===== src/rtl/sparc_exu_rml_wincnt_pkg.sv =====
// Shared constants and types for the EXU register-window counter block.
package sparc_exu_rml_wincnt_pkg;

    localparam int NWIN = 8;
    localparam int NTHR = 4;

    localparam logic [2:0] CANSAVE_RST  = 3'd6;
    localparam logic [2:0] CLEANWIN_RST = 3'd7;

    localparam logic [1:0] SEL_CWP        = 2'b00;
    localparam logic [1:0] SEL_CANSAVE    = 2'b01;
    localparam logic [1:0] SEL_CANRESTORE = 2'b10;
    localparam logic [1:0] SEL_CLEANWIN   = 2'b11;

    typedef enum logic {
        IDLE = 1'b0,
        SWAP = 1'b1
    } swap_state_t;

endpackage


===== src/rtl/sparc_exu_rml_inc3.sv =====
// 3-bit modulo-8 step: +1 when inc is high, -1 otherwise.
module sparc_exu_rml_inc3 (
    input  logic [2:0] din,
    input  logic       inc,
    output logic [2:0] dout
);

    assign dout = inc ? (din + 3'd1) : (din - 3'd1);

endmodule


===== src/rtl/sparc_exu_rml_wincnt.sv =====
// Per-thread CWP/CANSAVE/CANRESTORE/CLEANWIN bookkeeping with SAVE/RESTORE
// trap evaluation in M and a one-outstanding window-swap handshake to the IRF.
//
// state | meaning
// IDLE  | no swap outstanding
// SWAP  | swap_req high, waiting for irf_rml_swap_ack
module sparc_exu_rml_wincnt
    import sparc_exu_rml_wincnt_pkg::*;
(
    input  logic        rclk,
    input  logic        reset,
    input  logic        ecl_rml_save_e,
    input  logic        ecl_rml_restore_e,
    input  logic [1:0]  ecl_rml_tid_e,
    input  logic        ecl_rml_kill_m,
    input  logic        tlu_rml_wr_en,
    input  logic [1:0]  tlu_rml_wr_sel,
    input  logic [1:0]  tlu_rml_wr_tid,
    input  logic [2:0]  tlu_rml_wr_data,
    input  logic        irf_rml_swap_ack,
    output logic        rml_ecl_busy,
    output logic        rml_ecl_spill_m,
    output logic        rml_ecl_fill_m,
    output logic        rml_ecl_clean_m,
    output logic [11:0] rml_cwp_all,
    output logic        rml_irf_swap_req,
    output logic [1:0]  rml_irf_swap_tid,
    output logic [2:0]  rml_irf_old_cwp,
    output logic [2:0]  rml_irf_new_cwp
);

    logic [2:0] cwp        [NTHR];
    logic [2:0] cansave    [NTHR];
    logic [2:0] canrestore [NTHR];
    logic [2:0] cleanwin   [NTHR];

    logic        save_m, restore_m;
    logic [1:0]  tid_m;
    swap_state_t state, state_nxt;

    logic [2:0] cur_cwp, cur_cansave, cur_canrestore, cur_cleanwin, cwp_step;
    logic       m_valid, commit_save, commit_restore, commit, cwp_wr;

    assign m_valid        = save_m | restore_m;
    assign rml_ecl_busy   = m_valid | (state == SWAP);
    assign cur_cwp        = cwp[tid_m];
    assign cur_cansave    = cansave[tid_m];
    assign cur_canrestore = canrestore[tid_m];
    assign cur_cleanwin   = cleanwin[tid_m];

    sparc_exu_rml_inc3 u_inc3 (
        .din  (cur_cwp),
        .inc  (save_m),
        .dout (cwp_step)
    );

    always_comb begin
        rml_ecl_spill_m = save_m & ~ecl_rml_kill_m & (cur_cansave == 3'd0);
        rml_ecl_clean_m = save_m & ~ecl_rml_kill_m & (cur_cansave != 3'd0)
                          & (cur_cleanwin == cur_canrestore);
        rml_ecl_fill_m  = restore_m & ~ecl_rml_kill_m & (cur_canrestore == 3'd0);
        commit_save     = save_m & ~ecl_rml_kill_m & (cur_cansave != 3'd0)
                          & (cur_cleanwin != cur_canrestore);
        commit_restore  = restore_m & ~ecl_rml_kill_m & (cur_canrestore != 3'd0);
        commit          = commit_save | commit_restore;
        // busy low implies no M op, so a CWP write never collides with a commit
        cwp_wr          = tlu_rml_wr_en & (tlu_rml_wr_sel == SEL_CWP) & ~rml_ecl_busy;
    end

    always_comb begin
        state_nxt = state;
        case (state)
            IDLE: if (commit | cwp_wr) state_nxt = SWAP;
            SWAP: if (irf_rml_swap_ack) state_nxt = IDLE;
            default: state_nxt = IDLE;
        endcase
    end

    assign rml_irf_swap_req = (state == SWAP);
    assign rml_cwp_all      = {cwp[3], cwp[2], cwp[1], cwp[0]};

    always_ff @(posedge rclk) begin
        if (reset) begin
            save_m           <= 1'b0;
            restore_m        <= 1'b0;
            tid_m            <= 2'd0;
            state            <= IDLE;
            rml_irf_swap_tid <= 2'd0;
            rml_irf_old_cwp  <= 3'd0;
            rml_irf_new_cwp  <= 3'd0;
            for (int t = 0; t < NTHR; t++) begin
                cwp[t]        <= 3'd0;
                cansave[t]    <= CANSAVE_RST;
                canrestore[t] <= 3'd0;
                cleanwin[t]   <= CLEANWIN_RST;
            end
        end else begin
            save_m    <= ecl_rml_save_e & ~rml_ecl_busy;
            restore_m <= ecl_rml_restore_e & ~rml_ecl_busy;
            if (!rml_ecl_busy) tid_m <= ecl_rml_tid_e;
            state <= state_nxt;

            if (commit) begin
                rml_irf_swap_tid <= tid_m;
                rml_irf_old_cwp  <= cur_cwp;
                rml_irf_new_cwp  <= cwp_step;
            end else if (cwp_wr) begin
                rml_irf_swap_tid <= tlu_rml_wr_tid;
                rml_irf_old_cwp  <= cwp[tlu_rml_wr_tid];
                rml_irf_new_cwp  <= tlu_rml_wr_data;
            end

            for (int t = 0; t < NTHR; t++) begin
                if (commit && tid_m == 2'(t)) begin
                    cwp[t]        <= cwp_step;
                    cansave[t]    <= commit_save ? cur_cansave - 3'd1 : cur_cansave + 3'd1;
                    canrestore[t] <= commit_save ? cur_canrestore + 3'd1 : cur_canrestore - 3'd1;
                end
                if (cwp_wr && tlu_rml_wr_tid == 2'(t))
                    cwp[t] <= tlu_rml_wr_data;
                // TLU counter writes override a same-cycle commit on that field only
                if (tlu_rml_wr_en && tlu_rml_wr_tid == 2'(t)) begin
                    case (tlu_rml_wr_sel)
                        SEL_CANSAVE:    cansave[t]    <= tlu_rml_wr_data;
                        SEL_CANRESTORE: canrestore[t] <= tlu_rml_wr_data;
                        SEL_CLEANWIN:   cleanwin[t]   <= tlu_rml_wr_data;
                        default: ;
                    endcase
                end
            end
        end
    end

endmodule


===== config.mk =====
export PLATFORM = sky130hd
export DESIGN_NAME = sparc_exu_rml_wincnt
export DESIGN_NICKNAME = d
export VERILOG_FILES = /design/src/rtl/sparc_exu_rml_wincnt_pkg.sv /design/src/rtl/sparc_exu_rml_inc3.sv /design/src/rtl/sparc_exu_rml_wincnt.sv
export SDC_FILE = /design/constraint.sdc
export NUM_CORES = 1
export LEC_CHECK = 0
export BUFFER_PORTS_ARGS = -buffer_cell sky130_fd_sc_hd__clkbuf_2
export CAP_MARGIN = 0
export CORE_AREA = 4 4 106 108
export CTS_CLUSTER_SIZE = 28
export DETAILED_ROUTE_END_ITERATION = 10
export DIE_AREA = 0 0 110 112
export GPL_TIMING_DRIVEN = 0
export PLACE_DENSITY = 0.52
export SYNTH_ARGS = -nofsm -noshare
export SYNTH_HDL_FRONTEND = slang
export SYNTH_SLANG_ARGS = --single-unit

===== constraint.sdc =====
create_clock -name rclk -period 2.7 [get_ports rclk]
set_input_delay 0.405 -clock rclk [delete_from_list [all_inputs] [get_ports rclk]]
set_output_delay 0.405 -clock rclk [all_outputs]
set_load 0.03 [all_outputs]

==> results of run 1 <==
-- state kept, by name (all words and copies together) (netlist names), named ones only --
name / cells
cleanwin: 12
rml_irf_old_cwp: 3
rml_irf_swap_req: 1
restore_m: 1
cwp: 12
save_m: 1
rml_irf_swap_tid: 2
rml_irf_new_cwp: 3
tid_m: 2
cansave: 12
canrestore: 12
-- metal layers --
layer	track usage [%]	vias to the layer above
met3	4.06	17
met4	4.99	0
met2	29.2	85
met1	24.6	1411
li1	-	1311
met5	0	-
-- report_power, final --
group	internal (uW)	switching, uW
clock network	415	373
logic	286	436
registers	1110	43.7
total	1810	852
-- cell type report --
class	count	area share, %
multi-input combinational	213	41.9
sequential	63	38.6
timing repair buffer	59	8.39
clock buffer	14	3.85
tap	136	3.77
buffer	20	2.85
inverter	4	0.332
clock inverter	2	0.249
-- worst paths after layout --
path                                    startpoint            endpoint  slack [ns]
worst max-delay path                          flop       cansave[1][1]       -0.26
worst min-delay path              irf_rml_swap_ack    rml_irf_swap_req        0.23
worst max register to register                flop       cansave[1][1]       -0.26
worst min register to register  rml_irf_old_cwp[2]  rml_irf_old_cwp[2]        0.46
-- timing repair --
| action | in CTS | in global routing |
|---|---|---|
| pin swaps | 12 | 16 |
| gates resized for setup | 28 | 29 |
| setup endpoints to repair | 73 | 71 |
| cloned | 0 | 1 |
| buffers inserted | 10 | 9 |
-- placed cells by master, fill, tap and decap left out, drive strengths merged, types with 4 or more instances in the layout --
| cell | count |
|---|---|
| clkbuf | 67 |
| edfxtp | 48 |
| nor2 | 39 |
| nand2 | 27 |
| buf | 26 |
| or3 | 16 |
| mux4 | 15 |
| dfxtp | 15 |
| a22o | 9 |
| a31oi | 9 |
| nor3 | 9 |
| a32o | 7 |
| xnor2 | 6 |
| mux2i | 6 |
| nand2b | 6 |
| or2 | 6 |
| inv | 5 |
| o31ai | 4 |
| nand3 | 4 |
| o32ai | 4 |
| a21oi | 4 |
| a211o | 4 |
| o41ai | 4 |
-- cells by family (layout without fill, tap and decap cells) --
family / after synthesis / count (layout)
xor+xnor: 9 / 9
buf+inv: 24 / 99
mux: 21 / 21
simple gates: 118 / 118
fa+ha+maj: 3 / 3
flops: 63 / 63
compound gates: 62 / 62
-- through the flow --
step / power (uW) / hold WS, ns / cell area, sq um / setup TNS (ns) / setup WS (ns)
3_3_place_gp: 1770 / 0.443 / 3930 / -15.25 / -0.543
3_5_place_dp: 1770 / 0.448 / 3930 / -15.67 / -0.529
4_1_cts: 2600 / 0.232 / 4260 / -3.42 / -0.218
5_1_grt: 2770 / 0.224 / 4520 / -13.90 / -0.394
2_1_floorplan: 1590 / 0.509 / 3560 / -0.527 / -0.123
6_report: 2660 / 0.234 / 4520 / -7.53 / -0.263
==> flow_metrics.tcl, run 1 <==
set metrics [dict create \
    status "finished, violations left" \
    failed_checks "setup timing" \
    synth-seq-area-share_pct 48.9 \
    drive_gt1_share_pct 37.9 \
    die-area_sq_um 12300 \
    grt_pass1_wl_mm 16.5 \
    insertedDiodeCount 0 \
    slew_violations 0 \
    syn_area_sq_um 3560 \
    relSlewSlack_pct 31.4 \
    hold_depth 2 \
    synth_common_cells "edfxtp_1, nor2_1, nand2_1, or3_1, dfxtp_1" \
    p_leak_uw 0.00159 \
    grt_max_degree 11 \
    crit_path_frequent_cell "buf_4" \
    final_cells 511 \
    setup_viol 66 \
    clockRootBuffer "clkbuf_8" \
    dr.pass1.iters 4 \
    top_layer "met4" \
    tightest_slew_ns 1.02 \
    post-route-util_pct 44.1 \
    rsz0062_at_grt "true" \
    vias 2824 \
    cp_num_buf_inv 3 \
    ys_dominant_reg_cell "edfxtp_1" \
    num-nets-final 389 \
    antenna_found_initial 0 \
    ir_drop_mv 0.190 \
    drtIter0Drc 199 \
    fin_crit_ns 2.96 \
    hp-class "in -> reg" \
    grt_use_total_pct 18.2 \
    multiInputGateArea_sq_um 1890 \
    yosys-top-cells-area "edfxtp_1, dfxtp_1, mux4_1" \
    yosysWarnings 0 \
    fin_crit_sh_pct 110 \
    synth-edff-count 48 \
    wl_met1_mm 4.73 \
    hold_buffers 0 \
    globalplace.congestion 0.874 \
    die_y_um 112 \
    path_class "reg -> reg" \
    path_clk_slew_ns 0.07 \
    post-synth-top-count-cell "edfxtp_1" \
    netlist_instances 300 \
    dr_wl_met3_um 634 \
    synthArstFlopShare_pct 0 \
    path_cells "buf_4, mux4_2, o311ai_4, a31oi_4, buf_4, buf_6, o21ai_4, nor2_2, or3b_4" \
    synth_top_cell_area_share_pct 40.5 \
    critical_path.startpoint_type "flop" \
    cts_made_buffers 9 \
    postRouteAntennaNets 0 \
    start_util_pct 34.8 \
    io_buffer_count 39 \
    power_per_cell_area_nw_per_um2 589 \
    wl_mm 11.0 \
    wl_per_cell_um 21.6 \
    synth_top_family_by_area "simple AND/OR/NAND/NOR gates" \
    cpPeakStageDelay_ns 0.57 \
    synth-simple-area-share_pct 16.7 \
    row_count 37 \
    ys_types 55 \
    synth_top_cell_by_area "edfxtp_1" \
    cts_tree "done" \
    viasPerCell 5.53 \
    num-fill-cells 1003 \
    io_pins 41 \
    seq_area_sq_um 1750 \
    fin_worst_skew_ns 0.00387 \
    cts_sinks 63 \
    r2r_cells 9 \
    dp_hpwl_mm 7.95 \
    wl_met2_mm 5.49 \
    syn_avg_cell_area_sq_um 11.9 \
    cp.depth 9 \
    crit_path_max_fanout 5 \
    drc_errors 0 \
    drv_cap 0 \
    ys_seq_elements 63 \
    dp.cells 475 \
    cts.path.max_buffers 2 \
    worst_slack_ns -0.263 \
    grt.overflow.total 0 \
    path_delay_family "compound AO/OA/AOI/OAI gates" \
    grt_pass1_vias 2846 \
    area_growth_pct 26.9 \
    coreArea_sq_um 10200 \
    insertion_delay_ns 0.35 \
    cts_max_level 3 \
    synth_xor_area_share_pct 2.85 \
    cp-end-kind "flop" \
    die_w_um 110 \
    syn_nets 319 \
    synthAdderAreaFrac_pct 1.27 \
    worstPathRequired_ns 2.80 \
    max_freq_mhz 338 \
    synth-compound-area-share_pct 15.2 \
    finalHoldViolCount 0 \
    critical_path_arrival_ns 3.06 \
    cp_slowest_cell "mux4_2" \
    synth_mux_area_share_pct 11.9 \
]
Power figures use the tool's default switching activity.
==> inputs of run 2 (changes only) <==
--- a/config.mk
+++ b/config.mk
@@ -7,12 +7,12 @@
 export LEC_CHECK = 0
 export BUFFER_PORTS_ARGS = -buffer_cell sky130_fd_sc_hd__clkbuf_2
 export CAP_MARGIN = 0
-export CORE_AREA = 4 4 106 108
+export CORE_AREA = 4 4 87 89
 export CTS_CLUSTER_SIZE = 28
 export DETAILED_ROUTE_END_ITERATION = 10
-export DIE_AREA = 0 0 110 112
+export DIE_AREA = 0 0 91 93
 export GPL_TIMING_DRIVEN = 0
-export PLACE_DENSITY = 0.52
+export PLACE_DENSITY = 0.73
 export SYNTH_ARGS = -nofsm -noshare
 export SYNTH_HDL_FRONTEND = slang
 export SYNTH_SLANG_ARGS = --single-unit
==> run 2 against run 1 <==
  * The flow still finishes with violations (setup timing)
  * Sequential cell count unchanged
  * Count of clock-buffer cells in the layout stayed put
  * Final cell count is 11% lower
  * Clock skew up 0.0071 ns
  * Worst hold slack gained 0.0084 ns
  * Combinational power grew 8.6%
  * Sequential share of layout area is 0.17 points higher
  * Critical path depth rose by 2
  * Fmax is 0.55% higher
  * Worst setup slack improved by 0.016 ns
  * Highest routed layer unchanged
==> flow_metrics.tcl, run 2 (synthesized netlist as in run 1, its figures left out) <==
set metrics [dict create \
    grt_pass1_wl_mm 15.9 \
    failed_checks "setup timing" \
    slew_violations 0 \
    drv_cap 0 \
    row_count 30 \
    cp-end-kind "flop" \
    clockRootBuffer "clkbuf_8" \
    antenna_found_initial 0 \
    setup_viol 71 \
    area_growth_pct 26.4 \
    finalHoldViolCount 0 \
    max_freq_mhz 339 \
    fin_setup_tns_ns -7.99 \
    fin_crit_sh_pct 109 \
    viasPerCell 6.68 \
    worst_slack_ns -0.247 \
    ir_drop_mv 0.313 \
    post-route-util_pct 66.6 \
    multiInputGateArea_sq_um 1920 \
    final_common_cell "edfxtp_1" \
    dr.pass1.iters 5 \
    io_pins 41 \
    cts_max_level 3 \
    power_frac_comb_pct 28.3 \
    grt_max_degree 11 \
    cts_made_buffers 9 \
    critical_path_arrival_ns 3.02 \
    rsz0062_at_grt "true" \
    p_leak_uw 0.00160 \
    status "finished, violations left" \
    insertion_delay_ns 0.35 \
    wl_per_cell_um 23.5 \
    insertedDiodeCount 0 \
    hold_end "rml_irf_swap_req" \
    coreArea_sq_um 6760 \
    cpPeakStageDelay_ns 0.57 \
    critical_path.startpoint_type "flop" \
    postRouteAntennaNets 0 \
    grt_pass1_vias 2887 \
    net-switching-power_uw 876 \
    hold_depth 2 \
    tightest_slew_ns 1.06 \
    die_y_um 93 \
    cts_sinks 63 \
    io_buffer_count 39 \
    seq_area_sq_um 1750 \
    swShare_pct 31.6 \
    fin_crit_ns 2.95 \
    grt_use_total_pct 24.6 \
    vias 3045 \
    crit_path_max_fanout 8 \
    final_cell_mix "edfxtp_1, clkbuf_2, nor2_1" \
    hold_buffers 0 \
    path_clk_slew_ns 0.07 \
    cts_tree "done" \
    fin_worst_skew_ns 0.0109 \
    power_per_cell_area_nw_per_um2 617 \
    die_w_um 91 \
    clockPowerShare_pct 30.0 \
    cts.path.max_buffers 2 \
    seqPwrFrac_pct 41.8 \
    grt.overflow.total 0 \
    r2r-end "cansave[2][2]" \
    drtIter0Drc 398 \
    dp.cells 419 \
    num-fill-cells 478 \
    worstPathRequired_ns 2.77 \
    r2r_cells 11 \
    num-nets-final 390 \
    path_class "reg -> reg" \
    path_cells "buf_12, mux4_2, xnor2_2, a31oi_4, xor2_1, ha_2, nor2_1, mux2i_2, xor2_2, buf_6, a41oi_2" \
    drive_gt1_share_pct 39.6 \
    wl_mm 10.7 \
    reg2reg_slack_ns -0.25 \
    final_cells 456 \
    hp-class "in -> reg" \
    p_int_uw 1900 \
    cp_slowest_cell "mux4_2" \
    globalplace.congestion 1.01 \
    drc_errors 0 \
    relSlewSlack_pct 29.0 \
    worstHoldStart "irf_rml_swap_ack" \
    dp_hpwl_mm 7.25 \
    die-area_sq_um 8460 \
    start_util_pct 52.7 \
]
[run 2: critical path: cells and delay by family (launching register included)]
| kind | cells | cell delay (ns) |
|---|---|---|
| AOI/OAI and AO/OA | 2 | 0.34 |
| xor gates and xnor gates | 3 | 0.55 |
| adders and majority gates | 1 | 0.23 |
| buffers and inverters | 2 | 0.29 |
| DFF | 1 | 0.40 |
| muxes | 2 | 0.79 |
| and+or+nand+nor | 1 | 0.07 |
[run 2: routing by layer]
layer,track usage (%),part of all wire (%),up-vias
li1,-,-,1309
met2,37.3,47,218
met4,10.2,3.1,0
met3,7.40,12,39
met5,0,0,-
met1,33.2,39,1479
[run 2: repair_timing]
action | 4_1_cts | 5_1_grt
resized for setup | 33 | 33
buffers inserted | 9 | 11
pin swaps | 11 | 27
endpoints found under the hold margin | 0 | 0
setup endpoints to repair | 70 | 58
cloned | 0 | 1
[run 2: metrics by stage]
| step | cell area, sq um | setup WS [ns] | hold WS, ns | total power [uW] |
|---|---|---|---|---|
| after floorplan | 3560 | -0.123 | 0.509 | 1590 |
| after global placement | 3850 | -0.512 | 0.440 | 1750 |
| after detailed placement | 3850 | -0.620 | 0.450 | 1770 |
| after CTS | 4260 | -0.227 | 0.245 | 2650 |
| after global routing | 4500 | -0.316 | 0.242 | 2860 |
| final | 4500 | -0.247 | 0.242 | 2770 |
[run 2: worst max-delay path by stage]
stage / end / slack (ns) / depth (start not counted)
2_1_floorplan: cansave[2][2] / -0.12 / 10
3_3_place_gp: cansave[0][2] / -0.51 / 10
5_1_grt: cansave[2][2] / -0.32 / 11
3_5_place_dp: cansave[0][2] / -0.62 / 10
6_report: cansave[2][2] / -0.25 / 11
4_1_cts: cansave[2][2] / -0.23 / 11
[run 2: power groups by stage]
stage	combinational, uW	clock, uW	sequential [uW]
finish	784	831	1160
global route	824	870	1160
CTS	669	827	1150
detailed placement	596	0	1170
global placement	580	0	1170
floorplan	379	0	1210
[run 2: final cells by class]
type / instances / share of cell area (%)
multi-input combinational: 213 / 42.7
sequential: 63 / 38.8
timing repair buffer: 60 / 8.60
clock buffer: 14 / 4.31
buffer: 20 / 2.81
tap: 80 / 2.23
inverter: 4 / 0.334
clock inverter: 2 / 0.223
